## src/rtl/alu_issue_unit.sv

```systemverilog
// Execute-stage issue/result controller for an RV32I ALU: S0 decodes and drives the ALU, S1 holds the result.
// Optional ALU_ILLEGAL_TRAP_EN adds an out_illegal flag for unsupported encodings.
module alu_issue_unit #(
  parameter int DATA_WIDTH = 32,
  parameter int RD_WIDTH   = 5
) (
  input  logic                  clk,
  input  logic                  rst_n,
  input  logic                  in_valid,
  output logic                  in_ready,
  input  logic [6:0]            in_opcode,
  input  logic [2:0]            in_funct3,
  input  logic                  in_funct7b5,
  input  logic [DATA_WIDTH-1:0] in_rs1_val,
  input  logic [DATA_WIDTH-1:0] in_rs2_val,
  input  logic [DATA_WIDTH-1:0] in_imm,
  input  logic [DATA_WIDTH-1:0] in_pc,
  input  logic [RD_WIDTH-1:0]   in_rd,
  output logic [DATA_WIDTH-1:0] alu_a,
  output logic [DATA_WIDTH-1:0] alu_b,
  output logic [3:0]            alu_op,
  input  logic [DATA_WIDTH-1:0] alu_result,
  input  logic                  alu_zero,
  input  logic                  alu_less,
  output logic                  out_valid,
  input  logic                  out_ready,
  output logic [DATA_WIDTH-1:0] out_result,
  output logic [RD_WIDTH-1:0]   out_rd,
  output logic                  out_we,
  output logic                  out_br_taken,
  output logic [DATA_WIDTH-1:0] out_br_target
`ifdef ALU_ILLEGAL_TRAP_EN
  ,
  output logic                  out_illegal
`endif
);

  localparam logic [6:0] OPC_OP     = 7'b0110011;
  localparam logic [6:0] OPC_OP_IMM = 7'b0010011;
  localparam logic [6:0] OPC_LUI    = 7'b0110111;
  localparam logic [6:0] OPC_AUIPC  = 7'b0010111;
  localparam logic [6:0] OPC_BRANCH = 7'b1100011;

  localparam logic [3:0] ALU_ADD  = 4'b0000;
  localparam logic [3:0] ALU_SUB  = 4'b0001;
  localparam logic [3:0] ALU_XOR  = 4'b0010;
  localparam logic [3:0] ALU_OR   = 4'b0011;
  localparam logic [3:0] ALU_AND  = 4'b0100;
  localparam logic [3:0] ALU_SLL  = 4'b0101;
  localparam logic [3:0] ALU_SRL  = 4'b0110;
  localparam logic [3:0] ALU_SRA  = 4'b0111;
  localparam logic [3:0] ALU_SCMP = 4'b1100;
  localparam logic [3:0] ALU_SLT  = 4'b1101;
  localparam logic [3:0] ALU_SLTU = 4'b1011;

  typedef enum logic [1:0] {K_ALU = 2'd0, K_BR = 2'd1, K_ILL = 2'd2} kind_t;

  // Handshake: a side fires on a rising edge where its valid and ready are both high.
  // in_ready = !s0_v | s1_free, s1_free = !s1_v | out_ready; S1 never changes while
  // out_valid & !out_ready.
  logic                  s0_v_q, s0_v_d;
  logic [DATA_WIDTH-1:0] alu_a_q, alu_b_q, s0_target_q;
  logic [3:0]            alu_op_q;
  kind_t                 s0_kind_q;
  logic [2:0]            s0_f3_q;
  logic [RD_WIDTH-1:0]   s0_rd_q;

  logic                  s1_v_q, s1_v_d;
  logic [DATA_WIDTH-1:0] s1_result_q, s1_target_q;
  logic [RD_WIDTH-1:0]   s1_rd_q;
  logic                  s1_we_q, s1_taken_q;

  logic s1_free, in_fire, s1_load;

  logic [DATA_WIDTH-1:0] dec_a, dec_b;
  logic [3:0]            dec_op;
  kind_t                 dec_kind;

  logic [DATA_WIDTH-1:0] cap_result, cap_target;
  logic [RD_WIDTH-1:0]   cap_rd;
  logic                  cap_we, cap_taken;

  assign s1_free  = !s1_v_q || out_ready;
  assign in_ready = !s0_v_q || s1_free;
  assign in_fire  = in_valid && in_ready;
  assign s1_load  = s0_v_q && s1_free;

  always_comb begin
    dec_a    = '0;
    dec_b    = '0;
    dec_op   = ALU_ADD;
    dec_kind = K_ILL;
    case (in_opcode)
      OPC_OP, OPC_OP_IMM: begin
        dec_kind = K_ALU;
        dec_a    = in_rs1_val;
        dec_b    = (in_opcode == OPC_OP) ? in_rs2_val : in_imm;
        case (in_funct3)
          3'b000:  dec_op = (in_opcode == OPC_OP && in_funct7b5) ? ALU_SUB : ALU_ADD;
          3'b001:  dec_op = ALU_SLL;
          3'b010:  dec_op = ALU_SLT;
          3'b011:  dec_op = ALU_SLTU;
          3'b100:  dec_op = ALU_XOR;
          3'b101:  dec_op = in_funct7b5 ? ALU_SRA : ALU_SRL;
          3'b110:  dec_op = ALU_OR;
          default: dec_op = ALU_AND;
        endcase
        // The ALU shifts by all of B, so only the 5-bit shamt may reach it.
        if (in_funct3 == 3'b001 || in_funct3 == 3'b101)
          dec_b = {{(DATA_WIDTH-5){1'b0}}, dec_b[4:0]};
      end
      OPC_LUI: begin
        dec_kind = K_ALU;
        dec_b    = in_imm;
      end
      OPC_AUIPC: begin
        dec_kind = K_ALU;
        dec_a    = in_pc;
        dec_b    = in_imm;
      end
      OPC_BRANCH: begin
        dec_kind = K_BR;
        dec_a    = in_rs1_val;
        dec_b    = in_rs2_val;
        case (in_funct3)
          3'b000, 3'b001, 3'b110, 3'b111: dec_op = ALU_SUB;
          3'b100, 3'b101:                 dec_op = ALU_SCMP;
          default: begin
            dec_kind = K_ILL;
            dec_a    = '0;
            dec_b    = '0;
          end
        endcase
      end
      default: dec_kind = K_ILL;
    endcase
  end

  always_comb begin
    cap_result = '0;
    cap_target = '0;
    cap_rd     = s0_rd_q;
    cap_we     = 1'b0;
    cap_taken  = 1'b0;
    case (s0_kind_q)
      K_ALU: begin
        cap_result = alu_result;
        cap_we     = (s0_rd_q != '0);
      end
      K_BR: begin
        cap_target = s0_target_q;
        case (s0_f3_q)
          3'b000:         cap_taken = alu_zero;
          3'b001:         cap_taken = !alu_zero;
          3'b100, 3'b110: cap_taken = alu_less;
          default:        cap_taken = !alu_less;
        endcase
      end
      default: cap_rd = '0;
    endcase
  end

  always_comb begin
    s0_v_d = s0_v_q;
    if (in_fire)      s0_v_d = 1'b1;
    else if (s1_load) s0_v_d = 1'b0;
    s1_v_d = s1_free ? s0_v_q : s1_v_q;
  end

  always_ff @(posedge clk or negedge rst_n) begin
    if (!rst_n) begin
      s0_v_q      <= 1'b0;
      alu_a_q     <= '0;
      alu_b_q     <= '0;
      alu_op_q    <= ALU_ADD;
      s0_kind_q   <= K_ILL;
      s0_f3_q     <= '0;
      s0_rd_q     <= '0;
      s0_target_q <= '0;
    end else begin
      s0_v_q <= s0_v_d;
      if (in_fire) begin
        alu_a_q     <= dec_a;
        alu_b_q     <= dec_b;
        alu_op_q    <= dec_op;
        s0_kind_q   <= dec_kind;
        s0_f3_q     <= in_funct3;
        s0_rd_q     <= in_rd;
        s0_target_q <= in_pc + in_imm;
      end
    end
  end

  always_ff @(posedge clk or negedge rst_n) begin
    if (!rst_n) begin
      s1_v_q      <= 1'b0;
      s1_result_q <= '0;
      s1_target_q <= '0;
      s1_rd_q     <= '0;
      s1_we_q     <= 1'b0;
      s1_taken_q  <= 1'b0;
    end else begin
      s1_v_q <= s1_v_d;
      if (s1_load) begin
        s1_result_q <= cap_result;
        s1_target_q <= cap_target;
        s1_rd_q     <= cap_rd;
        s1_we_q     <= cap_we;
        s1_taken_q  <= cap_taken;
      end
    end
  end

`ifdef ALU_ILLEGAL_TRAP_EN
  logic s1_ill_q;
  always_ff @(posedge clk or negedge rst_n) begin
    if (!rst_n)       s1_ill_q <= 1'b0;
    else if (s1_load) s1_ill_q <= (s0_kind_q == K_ILL);
  end
  assign out_illegal = s1_ill_q;
`endif

  assign alu_a         = alu_a_q;
  assign alu_b         = alu_b_q;
  assign alu_op        = alu_op_q;
  assign out_valid     = s1_v_q;
  assign out_result    = s1_result_q;
  assign out_rd        = s1_rd_q;
  assign out_we        = s1_we_q;
  assign out_br_taken  = s1_taken_q;
  assign out_br_target = s1_target_q;

endmodule

```

## config.mk

```make
export PLATFORM = sky130hd
export DESIGN_NAME = alu_issue_unit
export DESIGN_NICKNAME = d
export VERILOG_FILES = /design/src/rtl/alu_issue_unit.sv
export SDC_FILE = /design/constraint.sdc
export NUM_CORES = 1
export LEC_CHECK = 0
export CAP_MARGIN = 20
export CORE_ASPECT_RATIO = 0.8
export CORE_MARGIN = 1.5
export CORE_UTILIZATION = 40
export CTS_CLUSTER_SIZE = 25
export DETAILED_ROUTE_END_ITERATION = 8
export PLACE_DENSITY = 0.85
export SETUP_SLACK_MARGIN = 0.5
export SYNTH_ARGS = -nofsm -noshare
export SYNTH_HDL_FRONTEND = slang
export SYNTH_SLANG_ARGS = --single-unit
```

## constraint.sdc

```tcl
create_clock -name clk -period 2.1 [get_ports clk]
set_input_delay 0.42 -clock clk [delete_from_list [all_inputs] [get_ports clk]]
set_output_delay 0.42 -clock clk [all_outputs]
set_load 0.05 [all_outputs]
```

## Word-level counts from Yosys, hierarchy flattened

Cells that the tools add are included.

| word-level totals | value |
|---|---|
| memories kept | 0 |
| bits in registers | 183 |
| input bits | 182 |
| logic and storage cells | 75 |
| output and inout bits | 141 |
| bits in latches | 0 |
| memory bits (writable) | 0 |
| memory bits (read-only) | 0 |

| cells by class | value |
|---|---|
| magnitude comparators | 0 |
| equality and inequality tests | 16 |
| add/subtract/negate cells | 1 |
| bitwise gates (word level) | 0 |
| $mul | 0 |
| shifts and indexed selects | 0 |
| multiplexer cells | 21 |
| divide/modulo/power cells | 0 |
| reductions and logical operators | 23 |

Operators by type and width:

| cell | count |
|---|---|
| $mux 32 | 6 |
| $pmux 32 s3 | 2 |
| $add 32x32->32 | 1 |
| $pmux 4 s7 | 1 |
| $eq 3x3->1 const B | 6 |
| $pmux 4 s2 | 2 |
| $eq 7x5->1 const B | 2 |
| $eq 7x6->1 const B | 2 |
| $reduce_or 2->1 | 5 |
| $reduce_or 4->1 | 2 |
| $eq 7x7->1 const B | 1 |
| $eq 3x1->1 const B | 2 |
| $eq 3x2->1 const B | 2 |
| $logic_not 3->1 | 2 |
| $mux 1 | 6 |
| $reduce_or 6->1 | 1 |
| $mux 5 | 1 |
| $reduce_bool 5->1 | 1 |
| $logic_not 1->1 | 4 |
| $pmux 2 s2 | 1 |
| $logic_and 1x1->1 | 3 |
| $logic_or 1x1->1 | 3 |
| $pmux 1 s3 | 1 |
| $eq 2x1->1 const B | 1 |
| 3 further kinds | 3 |

## Logic depth before layout (Yosys ltp)

Gate-level depths: netlist of the first run.

| depth | value |
|---|---|
| depth in word-level cells | 5 |
| gate-level depth with buffers | 11 |
| depth with buffers taken out | 11 |

## Least setup slack after synthesis of the first run

OpenSTA, ideal clock, no wires.

| timing path | value |
|---|---|
| kind | input to register |
| start point | in in_imm[0] |
| end point | reg s0_target_q[28] |
| stages | 11 |
| setup slack | -0.599 ns |
| path buffers | 0 |
| data required time | 1.968 ns |
| setup time | 0.132 ns |
| arrival time | 2.567 ns |
| path through | ha_1 > fa_1 > a21oi_1 > a2bb2oi_1 > o21ai_1 > a21oi_1 > o21ai_1 > a41o_1 > a211oi_1 > xor2_1 > o21ai_1 |

| on the way | value |
|---|---|
| cells in the longest elaborated chain, start to end | 1 |

RTL lines:

| element | RTL line | RTL |
|---|---|---|
| from (decl) | 16 | `input logic [DATA_WIDTH-1:0] in_imm,` |
| $add 32x32->32 | 189 | `s0_target_q <= in_pc + in_imm;` |
| to (signal assigned) | 189 |  |
| to (decl) | 62 | `logic [DATA_WIDTH-1:0] alu_a_q, alu_b_q, s0_target_q;` |

Every way passes these cells.
A chain may end at the register's enable or synchronous reset.

## Worst setup path in the final report of the first run

| timing path | value |
|---|---|
| start point | in in_pc[1] |
| end point | reg s0_target_q[23] |

| on the way | value |
|---|---|
| cells in the longest elaborated chain, start to end | 1 |

RTL lines:

| element | RTL line | RTL |
|---|---|---|
| from (decl) | 17 | `input logic [DATA_WIDTH-1:0] in_pc,` |
| $add 32x32->32 | 189 |  |

Every way passes these cells.

==> impl_metrics.xml, run 1 <==
<?xml version="1.0" encoding="UTF-8"?>
<metrics>
  <group name="worst_setup_path">
    <metric name="crit_cells" unit="">14</metric>
    <metric name="worst-r2r-cell-count" unit="">7</metric>
    <metric name="regToRegStartpoint" unit="">out_valid</metric>
    <metric name="worst_setup_path_end_kind" unit="">register</metric>
    <metric name="worstSetupStartpointType" unit="">input pin</metric>
    <metric name="critPathMaxFanout" unit="">2</metric>
    <metric name="critPathRequiredTime" unit="ps">2400</metric>
    <metric name="critical_path.n_buffers_inverters" unit="">4</metric>
    <metric name="worst_path_largest_cell_delay" unit="ps">390</metric>
    <metric name="critPathLaunch" unit="">in_pc[1]</metric>
    <metric name="critical-path-top-delay-family" unit="">compound AO/OA/AOI/OAI gates</metric>
    <metric name="timing_worst_setup_path_type" unit="">in -&gt; reg</metric>
    <metric name="cpMostUsedCell" unit="">buf_4</metric>
    <metric name="crit_arrival" unit="ps">2700</metric>
    <metric name="crit_path_top_delay_cell" unit="">a221o_1</metric>
    <metric name="critical_path.cell_chain" unit="">buf_8, ha_4, a211oi_4, o21bai_4, o21ba_4, buf_4, buf_4, buf_6, nor2_4, o31ai_4, a221o_1, a21oi_2, xor2_1, o21ai_1</metric>
  </group>
  <group name="status">
    <metric name="outcome" unit="">complete, but fails checks</metric>
    <metric name="violations_in_the_final_reports" unit="">setup timing</metric>
  </group>
  <group name="synth">
    <metric name="synth_area_leader_cell" unit="">dfrtp_1</metric>
    <metric name="yosys-top-cells-count" unit="">dfrtp_1 (182), nand2_1 (160), o21ai_0 (121)</metric>
    <metric name="syn-num-nets" unit="">1104</metric>
    <metric name="post_synth.cell_area_avg" unit="µm²">9.938</metric>
    <metric name="synthTopCellsByArea" unit="">dfrtp_1 (51%), o21ai_0 (6.8%), nand2_1 (6.8%)</metric>
    <metric name="seq_area_frac_synth" unit="%">51.79</metric>
    <metric name="synth.cell_area" unit="µm²">8845</metric>
    <metric name="yosys_warnings" unit="">0</metric>
    <metric name="asyncSetResetFlopFracSynth" unit="%">100.0</metric>
    <metric name="yosys.area.top_type_share" unit="%">51.49</metric>
    <metric name="synth.ff_latch_count" unit="">183</metric>
    <metric name="yosysUniqueCellTypes" unit="">53</metric>
    <metric name="yosys_most_used_dff" unit="">dfrtp_1</metric>
    <metric name="synth.most_common_cell" unit="">dfrtp_1</metric>
    <metric name="post_synth_inst_count" unit="">890</metric>
    <metric name="synth-edff-count" unit="">0</metric>
  </group>
  <group name="power_and_ir_drop">
    <metric name="tot_pwr" unit="mW">9.253</metric>
    <metric name="logic_pwr_share" unit="%">22.9</metric>
    <metric name="lkg_pwr" unit="nW">6.984</metric>
    <metric name="largest_vdd_supply_drop" unit="µV">502.7</metric>
    <metric name="power_density" unit="nW/µm²">629.9</metric>
    <metric name="p_switching" unit="mW">2.765</metric>
    <metric name="p_clk_share" unit="%">35.5</metric>
    <metric name="intPower" unit="mW">6.489</metric>
    <metric name="proportion_of_total_power_due_to_net_switching" unit="%">29.88</metric>
    <metric name="power.sequential.fraction" unit="%">41.6</metric>
  </group>
  <group name="routing">
    <metric name="final_routed_drc_violation_total" unit="">0</metric>
    <metric name="route.detailed.wl_per_inst" unit="µm">20.37</metric>
    <metric name="via_density_per_instance" unit="">5.594</metric>
    <metric name="detail_route.iter0.violations" unit="">635</metric>
    <metric name="dr.pass1.iters" unit="">5</metric>
    <metric name="drtAntennaViolNets" unit="">0</metric>
    <metric name="via_count" unit="">9163</metric>
    <metric name="routed_wl" unit="µm">33360</metric>
  </group>
  <group name="timing">
    <metric name="layout_min_cycle_time" unit="ps">2395</metric>
    <metric name="hold_violations" unit="">0</metric>
    <metric name="rsz_0062_raised_after_global_routing" unit="">yes</metric>
    <metric name="timing.final.setup_violations" unit="">16</metric>
    <metric name="max_freq" unit="MHz">417.6</metric>
    <metric name="slew_at_the_pin_closest_to_its_max_slew_limit" unit="ps">451.6</metric>
    <metric name="fin_crit_sh" unit="%">114.0</metric>
    <metric name="maxSlewHeadroom" unit="%">69.89</metric>
    <metric name="timing.final.max_slew_violations" unit="">0</metric>
    <metric name="worst_clock_skew" unit="ps">14.14</metric>
    <metric name="finalHoldWorstSlack" unit="ps">311.9</metric>
    <metric name="worst_slack" unit="ps">-294.6</metric>
  </group>
  <group name="clock_tree">
    <metric name="cts.htree.levels" unit="">4</metric>
    <metric name="clockBufferDepth" unit="">2</metric>
    <metric name="worst_setup_hold_path_clk_slew" unit="ps">70</metric>
    <metric name="insertion_delay" unit="ps">430</metric>
    <metric name="cts_made_buffers" unit="">17</metric>
    <metric name="cts_tree" unit="">done</metric>
    <metric name="root_buffer" unit="">clkbuf_16</metric>
    <metric name="numClockSinks" unit="">183</metric>
  </group>
  <group name="finish">
    <metric name="drive_above_1_share" unit="%">36.05</metric>
    <metric name="final.fill_count" unit="">1625</metric>
    <metric name="seq_area" unit="µm²">4582</metric>
    <metric name="fin_nets" unit="">1563</metric>
    <metric name="syn2layout_area_growth" unit="%">66.09</metric>
    <metric name="multi_input_comb_area" unit="µm²">4868</metric>
    <metric name="final_core_utilization" unit="%">67.95</metric>
  </group>
  <group name="worst_hold_path">
    <metric name="hold_path_class" unit="">in -&gt; reg</metric>
    <metric name="hold_depth" unit="">3</metric>
    <metric name="worst_hold_startpoint" unit="">in_imm[9]</metric>
  </group>
  <group name="flow_run">
    <metric name="max-cap-violations" unit="">0</metric>
  </group>
  <group name="floorplanning">
    <metric name="floorplan.die.height" unit="µm">136</metric>
    <metric name="core_region_area" unit="µm²">21620</metric>
    <metric name="io-pin-count" unit="">323</metric>
    <metric name="floorplan.die_area" unit="µm²">23020</metric>
    <metric name="die_w" unit="µm">169.3</metric>
    <metric name="placementRows" unit="">48</metric>
    <metric name="initial_utilization" unit="%">40.91</metric>
  </group>
  <group name="global_routing">
    <metric name="grt_pass1_vias" unit="">9327</metric>
    <metric name="number_of_antenna_violations_at_the_first_check_in_global_routing" unit="">1</metric>
    <metric name="grt_pass1_wl" unit="µm">49230</metric>
    <metric name="grt_usage" unit="%">27.39</metric>
    <metric name="overflow_left_after_global_routing" unit="">0</metric>
    <metric name="grt_max_degree" unit="">65</metric>
  </group>
  <group name="placement">
    <metric name="io_buffer_count" unit="">322</metric>
    <metric name="gp_routability_congestion" unit="">0.8378</metric>
    <metric name="dpl.hpwl" unit="µm">22760</metric>
  </group>
</metrics>
[metrics by stage]
| stage | setup WS (ps) | TNS, ps | area [µm²] | cells |
|---|---|---|---|---|
| floorplan | -289.4 | -2639 | 9276 | 890 |
| detailed placement | -1169 | -27040 | 13700 | 1567 |
| CTS | -315.2 | -1907 | 14520 | 1616 |
| global placement | -1085 | -21840 | 13700 | 1567 |
| global route | -366.2 | -3749 | 14690 | 1638 |
| finish | -294.6 | -2393 | 14690 | 1638 |
[cells by family (layout without fill, tap and decap cells)]
kind of cell / Yosys count / in the layout / share of synthesized area [%]
AND/OR/NAND/NOR: 237 / 237 / 11.60
other: 0 / 1 / 0
adder cells (fa/ha/maj): 32 / 32 / 4.612
flip-flops: 183 / 183 / 51.79
XOR/XNOR: 30 / 30 / 2.971
AO/OA/AOI/OAI: 345 / 345 / 26.27
buffers and inverters: 62 / 534 / 2.645
multiplexers: 1 / 1 / 0.1132
[worst paths after layout]
path | end | slack [ps]
setup / recovery | s0_target_q[23] | -290
hold / removal | alu_b[9] | 310
setup reg to reg | alu_a[20] | 540
hold reg to reg | alu_a[1] | 480
max in group asynchronous | s0_kind_q[1] | 910
min in group asynchronous | out_result[19] | 510
[area by class of cell]
type	count	area share [%]
Tap cell	275	2.342
Multi-Input combinational cell	645	33.14
Clock buffer	18	2.990
Sequential cell	183	31.19
Timing Repair Buffer	495	29.06
Antenna cell	1	0.01703
Clock inverter	14	1.082
Inverter	7	0.1789
[tightest hold or removal path, stage by stage]
cell and delay, ps:
buf_6 80, a22oi_2 60, o21ai_1 140
[per-layer routing]
| layer | vias to the layer above | GRT usage (%) | share of wire [%] |
|---|---|---|---|
| li1 | 4173 | - | - |
| met1 | 4507 | 33.53 | 41 |
| met4 | 0 | 8.358 | 2.1 |
| met2 | 429 | 47.85 | 49 |
| met3 | 54 | 6.667 | 7.9 |
| met5 | - | 0 | 0 |
[repair_timing]
item | in CTS | in global routing
endpoints found under the hold margin | 45 | 0
endpoints found under the setup margin | 228 | 146
resized for setup | 757 | 163
pin swaps | 72 | 45
cloned | 0 | 6
hold buffers | 1 | 0
setup buffers | 16 | 15
[power groups by stage]
stage / Sequential, mW / Clock (mW) / Combinational (mW)
6_report: 3.85 / 3.29 / 2.11
3_5_place_dp: 3.91 / 0 / 1.87
3_3_place_gp: 3.90 / 0 / 1.83
5_1_grt: 3.87 / 3.51 / 2.26
2_1_floorplan: 3.96 / 0 / 0.828
4_1_cts: 3.84 / 3.35 / 2.01
[flip-flops by register name, indices dropped and copies added (netlist names)]
name           flops
out_we             1
s0_target_q       32
out_br_target     32
s0_rd_q            5
alu_a             32
alu_b             32
s0_v_q             1
out_br_taken       1
out_valid          1
alu_op             4
out_result        32
out_rd             5
s0_f3_q            3
s0_kind_q          2
[placed cells by master, fill, tap and decap left out, drive strengths merged, types with 17 or more instances in the layout]
cell type	count
dfrtp	182
clkdlybuf4s50	125
a22oi	64
a21oi	33
buf	322
a22o	66
ha	31
o21ai	127
nand2	160
dlygate4sd2	25
nor2	17
clkbuf	24
Power figures use the tool's default switching activity.
==> run 2, diff against run 1 <==
--- a/config.mk
+++ b/config.mk
@@ -6,12 +6,12 @@
 export NUM_CORES = 1
 export LEC_CHECK = 0
 export CAP_MARGIN = 20
-export CORE_ASPECT_RATIO = 0.8
+export CORE_ASPECT_RATIO = 0.7
 export CORE_MARGIN = 1.5
 export CORE_UTILIZATION = 40
 export CTS_CLUSTER_SIZE = 25
 export DETAILED_ROUTE_END_ITERATION = 8
-export PLACE_DENSITY = 0.85
+export PLACE_DENSITY = 0.88
 export SETUP_SLACK_MARGIN = 0.5
 export SYNTH_ARGS = -nofsm -noshare
 export SYNTH_HDL_FRONTEND = slang
==> constraint.sdc (replaced) <==
create_clock -name clk -period 2.18 [get_ports clk]
set_input_delay 0.436 -clock clk [delete_from_list [all_inputs] [get_ports clk]]
set_output_delay 0.436 -clock clk [all_outputs]
set_load 0.05 [all_outputs]
==> run 2 against run 1 <==
- the run still ends with setup timing left
- first-iteration DRC count rose by 28%
- die area barely moved
- utilization rose by 3.4 points
- non-clock buffer count did not move
- sequential share of layout area fell by 1.6 points
- power fell by 3.3%
- combinational power barely moved
- design area rose by 5.3%
- count of clock-buffer cells in the layout rose by 5
- register-to-register slack improved by 110 ps
- global-route usage rose by 2.0 points
- clock power fell by 5%
==> impl_metrics.xml, run 2 (synthesis results as in run 1) <==
<?xml version="1.0" encoding="UTF-8"?>
<metrics>
  <group name="status">
    <metric name="outcome" unit="">complete, but fails checks</metric>
    <metric name="violations_in_the_final_reports" unit="">setup timing</metric>
  </group>
  <group name="floorplanning">
    <metric name="placementRows" unit="">45</metric>
    <metric name="floorplan.die_area" unit="µm²">23030</metric>
    <metric name="io-pin-count" unit="">323</metric>
    <metric name="die_w" unit="µm">180.7</metric>
    <metric name="floorplan.die.height" unit="µm">127.4</metric>
    <metric name="core_region_area" unit="µm²">21680</metric>
    <metric name="initial_utilization" unit="%">40.80</metric>
  </group>
  <group name="clock_tree">
    <metric name="worst_setup_hold_path_clk_slew" unit="ps">70</metric>
    <metric name="cts_tree" unit="">done</metric>
    <metric name="root_buffer" unit="">clkbuf_16</metric>
    <metric name="cts_made_buffers" unit="">17</metric>
    <metric name="cts.htree.levels" unit="">4</metric>
    <metric name="insertion_delay" unit="ps">430</metric>
    <metric name="clockBufferDepth" unit="">2</metric>
    <metric name="numClockSinks" unit="">183</metric>
  </group>
  <group name="timing">
    <metric name="worst_clock_skew" unit="ps">14.78</metric>
    <metric name="layout_min_cycle_time" unit="ps">2424</metric>
    <metric name="maxSlewHeadroom" unit="%">65.22</metric>
    <metric name="slew_at_the_pin_closest_to_its_max_slew_limit" unit="ps">521.6</metric>
    <metric name="rsz_0062_raised_after_global_routing" unit="">yes</metric>
    <metric name="fin_crit_sh" unit="%">111.2</metric>
    <metric name="timing.final.setup_violations" unit="">13</metric>
    <metric name="final_tns_setup" unit="ps">-1644</metric>
    <metric name="max_freq" unit="MHz">412.5</metric>
    <metric name="worst_slack" unit="ps">-244.1</metric>
    <metric name="timing.final.max_slew_violations" unit="">0</metric>
    <metric name="hold_violations" unit="">0</metric>
  </group>
  <group name="worst_setup_path">
    <metric name="worstSetupStartpointType" unit="">input pin</metric>
    <metric name="regToRegStartpoint" unit="">s0_v_q</metric>
    <metric name="critical_path.cell_chain" unit="">buf_8, ha_4, fa_2, a21oi_4, a2bb2oi_4, o2111ai_2, a31oi_1, buf_4, o21ai_4, a31oi_2, buf_4, o21ai_2, xnor2_1, o21ai_1</metric>
    <metric name="ff2ff_setup_slack" unit="ps">650</metric>
    <metric name="critPathRequiredTime" unit="ps">2470</metric>
    <metric name="cpMostUsedCell" unit="">buf_4</metric>
    <metric name="crit_arrival" unit="ps">2720</metric>
    <metric name="critPathLaunch" unit="">in_imm[0]</metric>
    <metric name="critical_path.n_buffers_inverters" unit="">3</metric>
    <metric name="timing_worst_setup_path_type" unit="">in -&gt; reg</metric>
    <metric name="worstReg2RegEnd" unit="">alu_a[9]</metric>
    <metric name="worst_setup_path_end_kind" unit="">register</metric>
    <metric name="worst-r2r-cell-count" unit="">6</metric>
    <metric name="crit_path_top_delay_cell" unit="">fa_2</metric>
    <metric name="worst_path_largest_cell_delay" unit="ps">390</metric>
    <metric name="critPathMaxFanout" unit="">3</metric>
    <metric name="critical-path-top-delay-family" unit="">compound AO/OA/AOI/OAI gates</metric>
  </group>
  <group name="power_and_ir_drop">
    <metric name="tot_pwr" unit="mW">8.946</metric>
    <metric name="largest_vdd_supply_drop" unit="µV">518.2</metric>
    <metric name="power_density" unit="nW/µm²">578.2</metric>
    <metric name="lkg_pwr" unit="nW">6.697</metric>
  </group>
  <group name="routing">
    <metric name="routed_wl" unit="µm">35030</metric>
    <metric name="detail_route.iter0.violations" unit="">810</metric>
    <metric name="route.detailed.wl_per_inst" unit="µm">21.32</metric>
    <metric name="via_count" unit="">9388</metric>
    <metric name="drtAntennaViolNets" unit="">0</metric>
    <metric name="via_density_per_instance" unit="">5.714</metric>
    <metric name="final_routed_drc_violation_total" unit="">0</metric>
    <metric name="dr.pass1.iters" unit="">5</metric>
  </group>
  <group name="finish">
    <metric name="syn2layout_area_growth" unit="%">74.93</metric>
    <metric name="drive_above_1_share" unit="%">35.15</metric>
    <metric name="mostFrequentLayoutCell" unit="">dfrtp_1</metric>
    <metric name="final.fill_count" unit="">1448</metric>
    <metric name="fin_nets" unit="">1563</metric>
    <metric name="layout.cells.most_common_list" unit="">dfrtp_1 (181), nand2_1 (153), buf_4 (135)</metric>
  </group>
  <group name="global_routing">
    <metric name="number_of_antenna_violations_at_the_first_check_in_global_routing" unit="">1</metric>
    <metric name="grt_pass1_vias" unit="">9452</metric>
    <metric name="grt_usage" unit="%">29.44</metric>
    <metric name="grt_pass1_wl" unit="µm">52510</metric>
    <metric name="overflow_left_after_global_routing" unit="">0</metric>
    <metric name="grt_max_degree" unit="">55</metric>
  </group>
  <group name="worst_hold_path">
    <metric name="hold_depth" unit="">3</metric>
    <metric name="min_to" unit="">alu_b[10]</metric>
    <metric name="hold_path_class" unit="">in -&gt; reg</metric>
    <metric name="worst_hold_startpoint" unit="">in_imm[10]</metric>
  </group>
  <group name="flow_run">
    <metric name="max-cap-violations" unit="">0</metric>
  </group>
  <group name="placement">
    <metric name="io_buffer_count" unit="">322</metric>
    <metric name="gp_routability_congestion" unit="">0.8433</metric>
    <metric name="dpl.hpwl" unit="µm">23810</metric>
    <metric name="pre_cts_ws" unit="ps">-1091</metric>
  </group>
</metrics>
## run 2: per-stage QoR
step	utilization, %	instance area, µm²	std cells	hold WS, ps
2_1_floorplan	-	9266	890	140.4
3_3_place_gp	63.20	13700	1570	438.5
3_5_place_dp	63.20	13700	1570	446.6
4_1_cts	69.69	15110	1630	295.4
5_1_grt	71.38	15470	1643	294.9
6_report	71.38	15470	1643	313.3
## run 2: worst reg2reg max path, cell delays in order, from the launching register on
cell      delay [ps]
dfrtp_1          420
nand3b_1         180
and2_2           260
o21ai_4          110
buf_4            150
buf_12           140
o21ai_1          170
## run 2: cell type report
| cell class | count | area, µm² | area share [%] |
|---|---|---|---|
| Antenna cell | 1 | 2.502 | 0.01617 |
| Clock buffer | 23 | 488.0 | 3.154 |
| Clock inverter | 7 | 95.09 | 0.6146 |
| Inverter | 7 | 26.28 | 0.1698 |
| Multi-Input combinational cell | 645 | 4851 | 31.35 |
| Sequential cell | 183 | 4582 | 29.61 |
| Tap cell | 282 | 352.8 | 2.280 |
| Timing Repair Buffer | 495 | 5075 | 32.80 |
## run 2: worst max-delay path by stage
stage                                 end  slack, ps  cells past startpoint
after floorplan           s0_target_q[26]       -230                     11
after global placement    s0_target_q[29]      -1060                     11
after detailed placement  s0_target_q[26]      -1090                     14
after CTS                 s0_target_q[29]       -280                     11
after global routing      s0_target_q[26]       -300                     14
final                     s0_target_q[26]       -240                     14
## run 2: repair_timing
action | in CTS | in global routing
hold buffers | 1 | 0
buffers inserted | 25 | 10
gates cloned | 4 | 2
resized for setup | 618 | 77
endpoints found under the hold margin | 23 | 0
pin swaps | 73 | 54
endpoints found under the setup margin | 225 | 91
## run 2: where the power goes
group	switching (mW)	internal [mW]	leakage (nW)
clock	1.32	1.80	0.273
combinational	1.08	1.04	3.95
sequential	0.125	3.58	2.47
## run 2: routing by layer
| metal | GRT usage (%) | wire, µm |
|---|---|---|
| met1 | 36.73 | 13890 |
| met2 | 49.90 | 17020 |
| met3 | 8.580 | 3235 |
| met4 | 8.403 | 894 |
| met5 | 0 | 0 |
==> run 3, diff against run 2 <==
--- a/config.mk
+++ b/config.mk
@@ -7,7 +7,6 @@
 export LEC_CHECK = 0
 export CAP_MARGIN = 20
 export CORE_ASPECT_RATIO = 0.7
-export CORE_MARGIN = 1.5
 export CORE_UTILIZATION = 40
 export CTS_CLUSTER_SIZE = 25
 export DETAILED_ROUTE_END_ITERATION = 8
==> run 3 against run 2 <==
- the flow finishes with violations (DRC, setup timing)
- flip-flop and latch count did not move
- utilization rose by 0.51 points
- via count rose by 1.1%
- clock power fell by 4%
- critical path depth fell by 3
- combinational power barely moved
- fmax rose by 2.9%
- non-clock buffer count rose by 12
==> impl_metrics.xml, run 3 (synthesis results as in run 1) <==
<?xml version="1.0" encoding="UTF-8"?>
<metrics>
  <group name="floorplanning">
    <metric name="placementRows" unit="">45</metric>
    <metric name="core_region_area" unit="µm²">21680</metric>
    <metric name="floorplan.die.height" unit="µm">126.4</metric>
    <metric name="io-pin-count" unit="">323</metric>
    <metric name="initial_utilization" unit="%">40.80</metric>
    <metric name="floorplan.die_area" unit="µm²">22720</metric>
    <metric name="die_w" unit="µm">179.7</metric>
  </group>
  <group name="timing">
    <metric name="worst_clock_skew" unit="ps">12.93</metric>
    <metric name="rsz_0062_raised_after_global_routing" unit="">yes</metric>
    <metric name="worst_slack" unit="ps">-176.6</metric>
    <metric name="slew_at_the_pin_closest_to_its_max_slew_limit" unit="ps">573.3</metric>
    <metric name="timing.final.max_slew_violations" unit="">0</metric>
    <metric name="fin_crit_sh" unit="%">108.1</metric>
    <metric name="timing.final.setup_violations" unit="">9</metric>
    <metric name="finalHoldWorstSlack" unit="ps">1.338</metric>
    <metric name="max_freq" unit="MHz">424.3</metric>
    <metric name="layout_min_cycle_time" unit="ps">2357</metric>
    <metric name="hold_violations" unit="">0</metric>
    <metric name="final_tns_setup" unit="ps">-1082</metric>
    <metric name="maxSlewHeadroom" unit="%">61.78</metric>
  </group>
  <group name="finish">
    <metric name="mostFrequentLayoutCell" unit="">dfrtp_1</metric>
    <metric name="final.fill_count" unit="">1445</metric>
    <metric name="final_core_utilization" unit="%">71.89</metric>
    <metric name="seq_area" unit="µm²">4582</metric>
    <metric name="antenna_diode_count" unit="">0</metric>
    <metric name="syn2layout_area_growth" unit="%">76.19</metric>
    <metric name="multi_input_comb_area" unit="µm²">4885</metric>
    <metric name="fin_nets" unit="">1575</metric>
    <metric name="postLayoutCellArea" unit="µm²">15580</metric>
    <metric name="drive_above_1_share" unit="%">36.85</metric>
    <metric name="layout.cells.most_common_list" unit="">dfrtp_1 (181), nand2_1 (153), buf_4 (144)</metric>
    <metric name="final_cell_count_no_fill" unit="">1655</metric>
  </group>
  <group name="power_and_ir_drop">
    <metric name="lkg_pwr" unit="nW">6.787</metric>
    <metric name="largest_vdd_supply_drop" unit="µV">537.3</metric>
    <metric name="power_density" unit="nW/µm²">564.9</metric>
    <metric name="tot_pwr" unit="mW">8.804</metric>
  </group>
  <group name="placement">
    <metric name="placed_cells" unit="">1577</metric>
    <metric name="dpl.hpwl" unit="µm">23630</metric>
    <metric name="pre_cts_ws" unit="ps">-1143</metric>
    <metric name="dpl-instance-area" unit="µm²">13790</metric>
    <metric name="io_buffer_count" unit="">322</metric>
    <metric name="gp_routability_congestion" unit="">0.8716</metric>
  </group>
  <group name="status">
    <metric name="violations_in_the_final_reports" unit="">DRC, setup timing</metric>
    <metric name="outcome" unit="">complete, but fails checks</metric>
  </group>
  <group name="clock_tree">
    <metric name="root_buffer" unit="">clkbuf_16</metric>
    <metric name="numClockSinks" unit="">183</metric>
    <metric name="insertion_delay" unit="ps">440</metric>
    <metric name="clockBufferDepth" unit="">2</metric>
    <metric name="cts.htree.levels" unit="">4</metric>
    <metric name="cts_tree" unit="">done</metric>
    <metric name="cts_made_buffers" unit="">17</metric>
    <metric name="worst_setup_hold_path_clk_slew" unit="ps">70</metric>
  </group>
  <group name="routing">
    <metric name="routed_wl" unit="µm">35290</metric>
    <metric name="via_density_per_instance" unit="">5.735</metric>
    <metric name="via_count" unit="">9491</metric>
    <metric name="drtAntennaViolNets" unit="">0</metric>
    <metric name="detail_route.iter0.violations" unit="">791</metric>
    <metric name="final_routed_drc_violation_total" unit="">23</metric>
    <metric name="dr.pass1.iters" unit="">9</metric>
    <metric name="route.detailed.wl_per_inst" unit="µm">21.32</metric>
  </group>
  <group name="worst_setup_path">
    <metric name="critPathRequiredTime" unit="ps">2490</metric>
    <metric name="critPathMaxFanout" unit="">2</metric>
    <metric name="crit_arrival" unit="ps">2670</metric>
    <metric name="timing_worst_setup_path_type" unit="">in -&gt; reg</metric>
    <metric name="worst_setup_path_end_kind" unit="">register</metric>
    <metric name="worstSetupStartpointType" unit="">input pin</metric>
  </group>
  <group name="worst_hold_path">
    <metric name="hold_path_class" unit="">in -&gt; async</metric>
  </group>
  <group name="global_routing">
    <metric name="grt_pass1_vias" unit="">9854</metric>
    <metric name="grt_pass1_wl" unit="µm">53930</metric>
    <metric name="number_of_antenna_violations_at_the_first_check_in_global_routing" unit="">1</metric>
    <metric name="overflow_left_after_global_routing" unit="">0</metric>
    <metric name="grt_max_degree" unit="">64</metric>
    <metric name="grt_usage" unit="%">30.70</metric>
  </group>
  <group name="flow_run">
    <metric name="max-cap-violations" unit="">0</metric>
  </group>
</metrics>
run 3: final timing paths:
kind / startpoint / to / slack [ps] / depth (start not counted)
max in group asynchronous: rst_n / out_br_target[14] / 1490 / 2
min in group clk: in_imm[0] / alu_b[0] / 300 / 3
max: in_pc[5] / s0_target_q[29] / -180 / 11
max reg2reg: out_valid / alu_b[10] / 610 / 5
min reg2reg: out_rd[0] / out_rd[0] / 480 / 2
min: rst_n / alu_a[29] / 1 / 1
run 3: power breakdown:
part | switching [mW] | internal [mW] | total, mW
Clock | 1.38 | 1.60 | 2.98
Combinational | 1.08 | 1.04 | 2.13
Sequential | 0.124 | 3.58 | 3.70
run 3: per-layer routing:
metal	track usage, %	vias to the layer above	share of wire (%)
li1	-	4200	-
met1	38.31	4627	40
met2	51.48	552	48
met3	7.522	110	9.0
met4	12.32	2	3.5
met5	0	-	0.037
run 3: final cells by class:
cell class              count  area share [%]
clock buffers              19           2.842
flip-flops and latches    183           29.40
repair buffers            507           33.30
multi-input cells         645           31.34
inverters                   7          0.1686
clock inverters            12          0.6744
well taps                 282           2.264
run 3: critical path: stages:
cell	delay, ps
buf_8	100
ha_4	240
o21a_4	220
o2111ai_4	190
o21ba_4	190
o31a_1	300
o2111ai_4	270
a21oi_4	100
o41ai_2	250
mux2i_1	270
nand3_1	90
run 3: timing repair:
item / in CTS / in global routing
pin swaps: 67 / 47
setup endpoints to repair: 229 / 98
gates resized for setup: 633 / 82
gates cloned: 7 / 1
hold buffers: 0 / 0
hold endpoints to repair: 0 / 0
setup buffers: 29 / 10
